[src/rtl/param_counter.sv]
// -----------------------------------------------------------------------------
// param_counter
//   A parametrised mode counter. It can count up by STEP, count down by 1,
//   count up by 1, or load a parallel value. It produces two single-cycle
//   pulses: rco marks a wrap or boundary crossing, and load follows an
//   accepted parallel load. wrap_cnt is a saturating count of rco events.
//
// Parameters
//   WIDTH   counter width in bits (>=2)
//   STEP    increment used in mode 00 (1..2**WIDTH-1)
//   WRAP_W  width of wrap_cnt (>=1)
//
// Configuration macro
//   COUNTER_SAT_EN  When defined, Q clamps at 2**WIDTH-1 (modes 00/10) and at
//                   0 (mode 01) instead of wrapping. rco still pulses on every
//                   attempted overflow or underflow.
//
// Ports
//   clk       in   1       rising-edge clock
//   reset     in   1       asynchronous, active-low reset
//   enable    in   1       count/load enable
//   mode      in   2       00 up by STEP, 01 down 1, 10 up 1, 11 load D
//   D         in   WIDTH   parallel load value
//   clr_wrap  in   1       synchronous clear of wrap_cnt
//   Q         out  WIDTH   counter value (registered)
//   rco       out  1       ripple-carry pulse (registered)
//   load      out  1       pulse after an accepted load (registered)
//   wrap_cnt  out  WRAP_W  saturating count of rco events (registered)
// -----------------------------------------------------------------------------
module param_counter #(
    parameter int WIDTH  = 4,
    parameter int STEP   = 3,
    parameter int WRAP_W = 8
) (
    input  logic              clk,
    input  logic              reset,
    input  logic              enable,
    input  logic [1:0]        mode,
    input  logic [WIDTH-1:0]  D,
    input  logic              clr_wrap,
    output logic [WIDTH-1:0]  Q,
    output logic              rco,
    output logic              load,
    output logic [WRAP_W-1:0] wrap_cnt
);

    localparam logic [WIDTH:0]   STEP_W   = (WIDTH+1)'(STEP);
    localparam logic [WIDTH-1:0] Q_MAX    = {WIDTH{1'b1}};
    localparam logic [WRAP_W-1:0] WRAP_MAX = {WRAP_W{1'b1}};

    // The sums are one bit wider than Q. The top bit is the overflow flag.
    logic [WIDTH:0]       sum_step;
    logic [WIDTH:0]       sum_one;
    logic [WIDTH-1:0]     q_next;
    logic                 rco_next;
    logic                 load_next;
    logic [WRAP_W-1:0]    wrap_next;

    assign sum_step = {1'b0, Q} + STEP_W;
    assign sum_one  = {1'b0, Q} + (WIDTH+1)'(1);

    always_comb begin
        q_next    = Q;
        rco_next  = 1'b0;
        load_next = 1'b0;
        if (enable) begin
            case (mode)
                2'b00: begin
                    rco_next = sum_step[WIDTH];
`ifdef COUNTER_SAT_EN
                    q_next = sum_step[WIDTH] ? Q_MAX : sum_step[WIDTH-1:0];
`else
                    q_next = sum_step[WIDTH-1:0];
`endif
                end
                2'b01: begin
                    rco_next = (Q == '0);
`ifdef COUNTER_SAT_EN
                    q_next = (Q == '0) ? '0 : Q - WIDTH'(1);
`else
                    q_next = Q - WIDTH'(1);
`endif
                end
                2'b10: begin
                    rco_next = sum_one[WIDTH];
`ifdef COUNTER_SAT_EN
                    q_next = sum_one[WIDTH] ? Q_MAX : sum_one[WIDTH-1:0];
`else
                    q_next = sum_one[WIDTH-1:0];
`endif
                end
                2'b11: begin
                    q_next    = D;
                    load_next = 1'b1;
                end
                // An unknown mode holds Q. This only matters in simulation.
                default: q_next = Q;
            endcase
        end
    end

    // A clear takes priority over a wrap on the same edge, and that wrap is lost.
    always_comb begin
        wrap_next = wrap_cnt;
        if (clr_wrap)
            wrap_next = '0;
        else if (rco_next && (wrap_cnt != WRAP_MAX))
            wrap_next = wrap_cnt + WRAP_W'(1);
    end

    always_ff @(posedge clk or negedge reset) begin
        if (!reset) begin
            Q        <= '0;
            rco      <= 1'b0;
            load     <= 1'b0;
            wrap_cnt <= '0;
        end else begin
            Q        <= q_next;
            rco      <= rco_next;
            load     <= load_next;
            wrap_cnt <= wrap_next;
        end
    end

endmodule

[config.mk]
export PLATFORM = sky130hd
export DESIGN_NAME = param_counter
export DESIGN_NICKNAME = d
export VERILOG_FILES = /design/src/rtl/param_counter.sv
export SDC_FILE = /design/constraint.sdc
export NUM_CORES = 1
export LEC_CHECK = 0
export ABC_AREA = 1
export CORE_ASPECT_RATIO = 1.25
export CORE_MARGIN = 3
export CORE_UTILIZATION = 49
export DETAILED_ROUTE_END_ITERATION = 8
export PLACE_DENSITY_LB_ADDON = 0.05
export SYNTH_ARGS = -nofsm -noshare
export SYNTH_HDL_FRONTEND = slang
export SYNTH_SLANG_ARGS = --single-unit
[constraint.sdc]
create_clock -name clk -period 1.65 [get_ports clk]
set_input_delay 0.165 -clock clk [delete_from_list [all_inputs] [get_ports clk]]
set_output_delay 0.165 -clock clk [all_outputs]
set_load 0.05 [all_outputs]
Yosys cells after proc, flatten, opt, wreduce, memory -nomap -nowiden. Cells that the tools add are included.

Register bits: 14. Input bits: 10. Output and inout port bits: 14. Word-level logic and storage cells: 23.

$add $sub $neg: 4. Equal/unequal tests: 4. Mux-type cells: 7. Reduce and logical (&&, ||, !) cells: 4.

Operators by type and width (count): $mux W8 (2); $pmux W4 S4 (1); $add A8 B1 Y8 const B (1); $ne A8 B8 Y1 const B (1); $add A4 B1 Y5 const B (1); $add A4 B2 Y5 const B (1); $eq A2 B2 Y1 const B (2); $logic_not A4 Y1 (1); $sub A4 B1 Y4 const B (1); $mux W1 (3); $pmux W1 S3 (1); $eq A2 B1 Y1 const B (1); $logic_not A2 Y1 (1); $reduce_bool A2 Y1 (1); $logic_and A1 B1 Y1 (1).

Logic depth before layout (Yosys ltp).
Depth in word-level cells: 6. Mapped depth: 9. Gate-level depth less buffers: 9.

Least setup slack after synthesis. Ideal clock, no wire load.

Path kind: flip-flop to flip-flop. Start: reg Q[0]. End: reg wrap_cnt[4]. Setup time: 66 ps. Arrival time: 1722 ps. Slack: -138 ps. Stages on the path, launching flop included: 10. Path buffers: 0. Clock period less this slack: 1788 ps. Cells stage by stage: dfrtp_1 > inv_1 > ha_1 > nor2_1 > nand2_1 > nand3_2 > nand3_4 > nand2_8 > nand2_2 > nand2_2.

Longest elaborated chain between the ends: 5. Elaborated cells between the ends (all ways): 7. Those cells by class: add/sub (2); mux (2); reduce/logical (3).

Ends and longest elaborated chain: from (decl) (line 41) `output logic [WIDTH-1:0] Q,`; from (signal assigned) (line 118) `Q <= q_next;`; $add A4 B1 Y5, or another cell as far along (line 60) `assign sum_one = {1'b0, Q} + (WIDTH+1)'(1);`; $pmux W1 S3 * (line 67) `case (mode)`; $mux W1 * (line 66) `if (enable) begin`; $logic_and A1 B1 Y1 * (line 107) `else if (rco_next && (wrap_cnt != WRAP_MAX))`; $reduce_bool A2 Y1 (no line) *; to (signal assigned) (line 121) `wrap_cnt <= wrap_next;`; to (decl) (line 44) `output logic [WRAP_W-1:0] wrap_cnt`.

Every way passes the cells marked *; elsewhere a longest branch is shown, timed or not. A chain may end at the register's enable or synchronous reset.

Worst setup path in the final report. Ends and elaborated chain as after synthesis.

==> impl_metrics.py <==
metrics = {
    "status": {
        "status": "complete, no violations",
    },
    "timing": {
        "rsz0062_at_grt": "false",
        "worstMarginPinSlew_ns": 0.3525,
        "clock.fmax_mhz": 685.0,
        "fin_crit_sh_pct": 88.48,
        "fin_setup_tns_ns": 0,
        "clock_skew_ns": 0.001195,
        "finalHoldViolCount": 0,
        "fin_crit_ns": 1.460,
        "setup_viol": 0,
        "relSlewSlack_pct": 76.43,
        "maxSlewViolCount": 0,
    },
    "worst_setup_path": {
        "start_kind": "register",
        "cp-end-kind": "register",
        "path_common_cell": "nand2_2",
        "criticalPathCategory": "register to register",
        "crit_slowest_cell": "dfrtp_2",
        "arrival_ns": 1.69,
        "path_cells": "inv_1 -> ha_1 -> nor2_1 -> nand2_1 -> nand3_2 -> nand3_4 -> nand2_8 -> nand2_2 -> nand2_2",
        "slowest_delay_ns": 0.41,
        "crit_required_ns": 1.88,
        "cp_max_fo": 9,
    },
    "floorplanning": {
        "ioPinCount": 24,
        "core_area_um2": 2004,
        "die_w_um": 47.50,
        "die-area_um2": 2749,
        "initial_core_util_pct": 52.62,
        "die_h_um": 57.87,
        "row_count": 18,
    },
    "run": {
        "maxCapViolCount": 0,
    },
    "global_routing": {
        "grt_pass1_wl_um": 3622,
        "use_met1_pct": 21.22,
        "grt_pass1_vias": 905,
        "top_usage_layer": "met2",
        "antenna_found_initial": 0,
        "overflow": 0,
        "grt_use_met3_pct": 2.174,
        "use_met2_pct": 29.89,
        "grt_max_degree": 15,
        "grtUsageTotal_pct": 18.23,
    },
    "routing": {
        "viasPerCell": 5.161,
        "drt_first_pass_iters": 4,
        "post_drt_wl_per_cell_um": 11.94,
        "antenna_left": 0,
        "drt-total-wl_um": 2304,
        "drc_errors": 0,
        "via_count": 996,
        "first_iter_violations": 13,
    },
    "power": {
        "peakVddDrop_mv": 0.6814,
        "p_leak_nw": 0.6840,
        "powerDensity_nw_per_um2": 852.1,
    },
    "placement": {
        "gp_congestion": 0.8809,
        "port_buffers": 23,
        "dp_hpwl_um": 1835,
    },
    "final_layout": {
        "utilization_pct": 65.92,
        "areaGrowthSynthToFinish_pct": 25.27,
        "antenna_cells": 0,
        "layout-drive-gt1-share_pct": 28.32,
        "nets": 188,
    },
    "clock_network": {
        "numCtsBuffers": 3,
        "clock_latency_ns": 0.29,
        "clk_pin_slew_ns": 0.09,
        "ctsLongestPathBuffers": 2,
        "numClockSinks": 14,
        "cts-root-buf": "clkbuf_4",
        "cts_resized": 0,
        "tritoncts": "built",
        "cts-htree-levels": 1,
        "post_cts_buffers": 0,
        "holdBufCountCts": 0,
    },
    "synth": {
        "syn-num-nets": 157,
        "synth_top_area_share_pct": 33.21,
        "yosysWarnings": 0,
        "ys_types": 25,
        "synth_common_cells": "nand2_1, nand3_1, nor2_1",
        "synth_edf_count": 0,
        "ys_top_cells_by_area": "dfrtp_1, nand2_1, nand3_1",
        "synth_cells": 143,
        "synth-seq-area-share_pct": 33.21,
        "yosys.area.top_type": "dfrtp_1",
        "yosysMostFrequentCell": "nand2_1",
        "avgSynthCellArea_um2": 7.376,
        "ys_ff_latch": 14,
        "synthArstFlopShare_pct": 100.0,
        "syn-cell-area_um2": 1055,
        "ys.flop_type": "dfrtp_1",
    },
    "min_path": {
        "hold_class": "input port to async pin",
    },
}
-- worst max-delay path: cells and delay by family, from the launching register on --
kind	cells	cell delay, ns
buffers and inverters	1	0.08
adder cells (fa/ha/maj)	1	0.22
flip-flops	1	0.41
AND/OR/NAND/NOR	7	0.68
-- per-layer routing --
| metal | part of all wire, % | up-vias | routed length [um] |
|---|---|---|---|
| li1 | - | 515 | - |
| met1 | 43 | 452 | 988 |
| met2 | 50 | 22 | 1158 |
| met3 | 3.6 | 7 | 84 |
| met4 | 3.1 | 0 | 72 |
| met5 | 0 | - | 0 |
-- cell type report --
cell class                 count  area (um2)
sequential                    14       354.1
inverter                      18       68.82
clock buffer                   4       36.28
tap                           20       25.02
fill                         177       683.2
multi-input combinational    107       589.3
timing repair buffer          30       247.7
-- sequential cells by signal, indices dropped and copies added, names as in the netlist --
| register | flops |
|---|---|
| Q | 4 |
| wrap_cnt | 8 |
| load | 1 |
| rco | 1 |
-- power by group --
part / internal (mW) / total (mW) / switching, mW
clock network: 0.134 / 0.254 / 0.119
registers: 0.378 / 0.428 / 0.0505
logic: 0.161 / 0.444 / 0.283
-- through the flow --
| stage | cells | power, mW | area (um2) | setup WS, ns | hold WS [ns] |
|---|---|---|---|---|---|
| floorplan | 143 | 0.7424 | 1059 | 0.01017 | -0.1306 |
| global placement | 189 | 0.8738 | 1285 | 0.08686 | 0.4938 |
| detailed placement | 189 | 0.8816 | 1285 | 0.04562 | 0.4936 |
| CTS | 193 | 1.137 | 1321 | 0.1821 | 0.1783 |
| global route | 193 | 1.183 | 1321 | 0.07092 | 0.1870 |
| finish | 193 | 1.126 | 1321 | 0.1901 | 0.1729 |
-- cell families (layout without fill, tap and decap cells) --
kind of cell	after synthesis	in the layout	synth area share, %
compound gates	10	10	5.339
xor+xnor	4	4	3.322
fa+ha+maj	4	4	4.745
buf+inv	22	52	10.91
flops	14	14	33.22
simple gates	89	89	42.47
-- cell usage in the layout (no fill, tap or decap) --
cell type,count
o21ai_0,4
nand2_1,29
nand2_2,12
nand3_1,21
nor2_2,2
ha_1,4
nand4_1,2
o221ai_1,1
dfrtp_1,11
nand3_2,2
clkbuf_8,1
clkbuf_4,3
inv_1,15
inv_2,2
xor2_1,2
buf_4,21
nor2_1,17
dfrtp_2,3
nand3_4,1
a21oi_1,4
clkinv_2,1
nor3_1,1
o211ai_1,1
xnor2_1,2
nor3b_1,1
nand2_8,1
clkdlybuf4s50_1,9
-- path summary, 6_finish.rpt --
path / from / to / slack [ns] / cells after the start
setup / recovery: Q[0]$_DFFE_PN0P_ / wrap_cnt[4]$_DFFE_PN0P_ / 0.19 / 9
hold / removal: reset / Q[1]$_DFFE_PN0P_ / 0.17 / 2
setup reg to reg: Q[0]$_DFFE_PN0P_ / wrap_cnt[4]$_DFFE_PN0P_ / 0.19 / 9
hold reg to reg: wrap_cnt[0]$_DFFE_PN0P_ / wrap_cnt[0]$_DFFE_PN0P_ / 0.59 / 3
max in group asynchronous: reset / wrap_cnt[0]$_DFFE_PN0P_ / 1.29 / 2
min in group clk: D[0] / Q[0]$_DFFE_PN0P_ / 0.46 / 3
(Power assumes the default switching activity.)
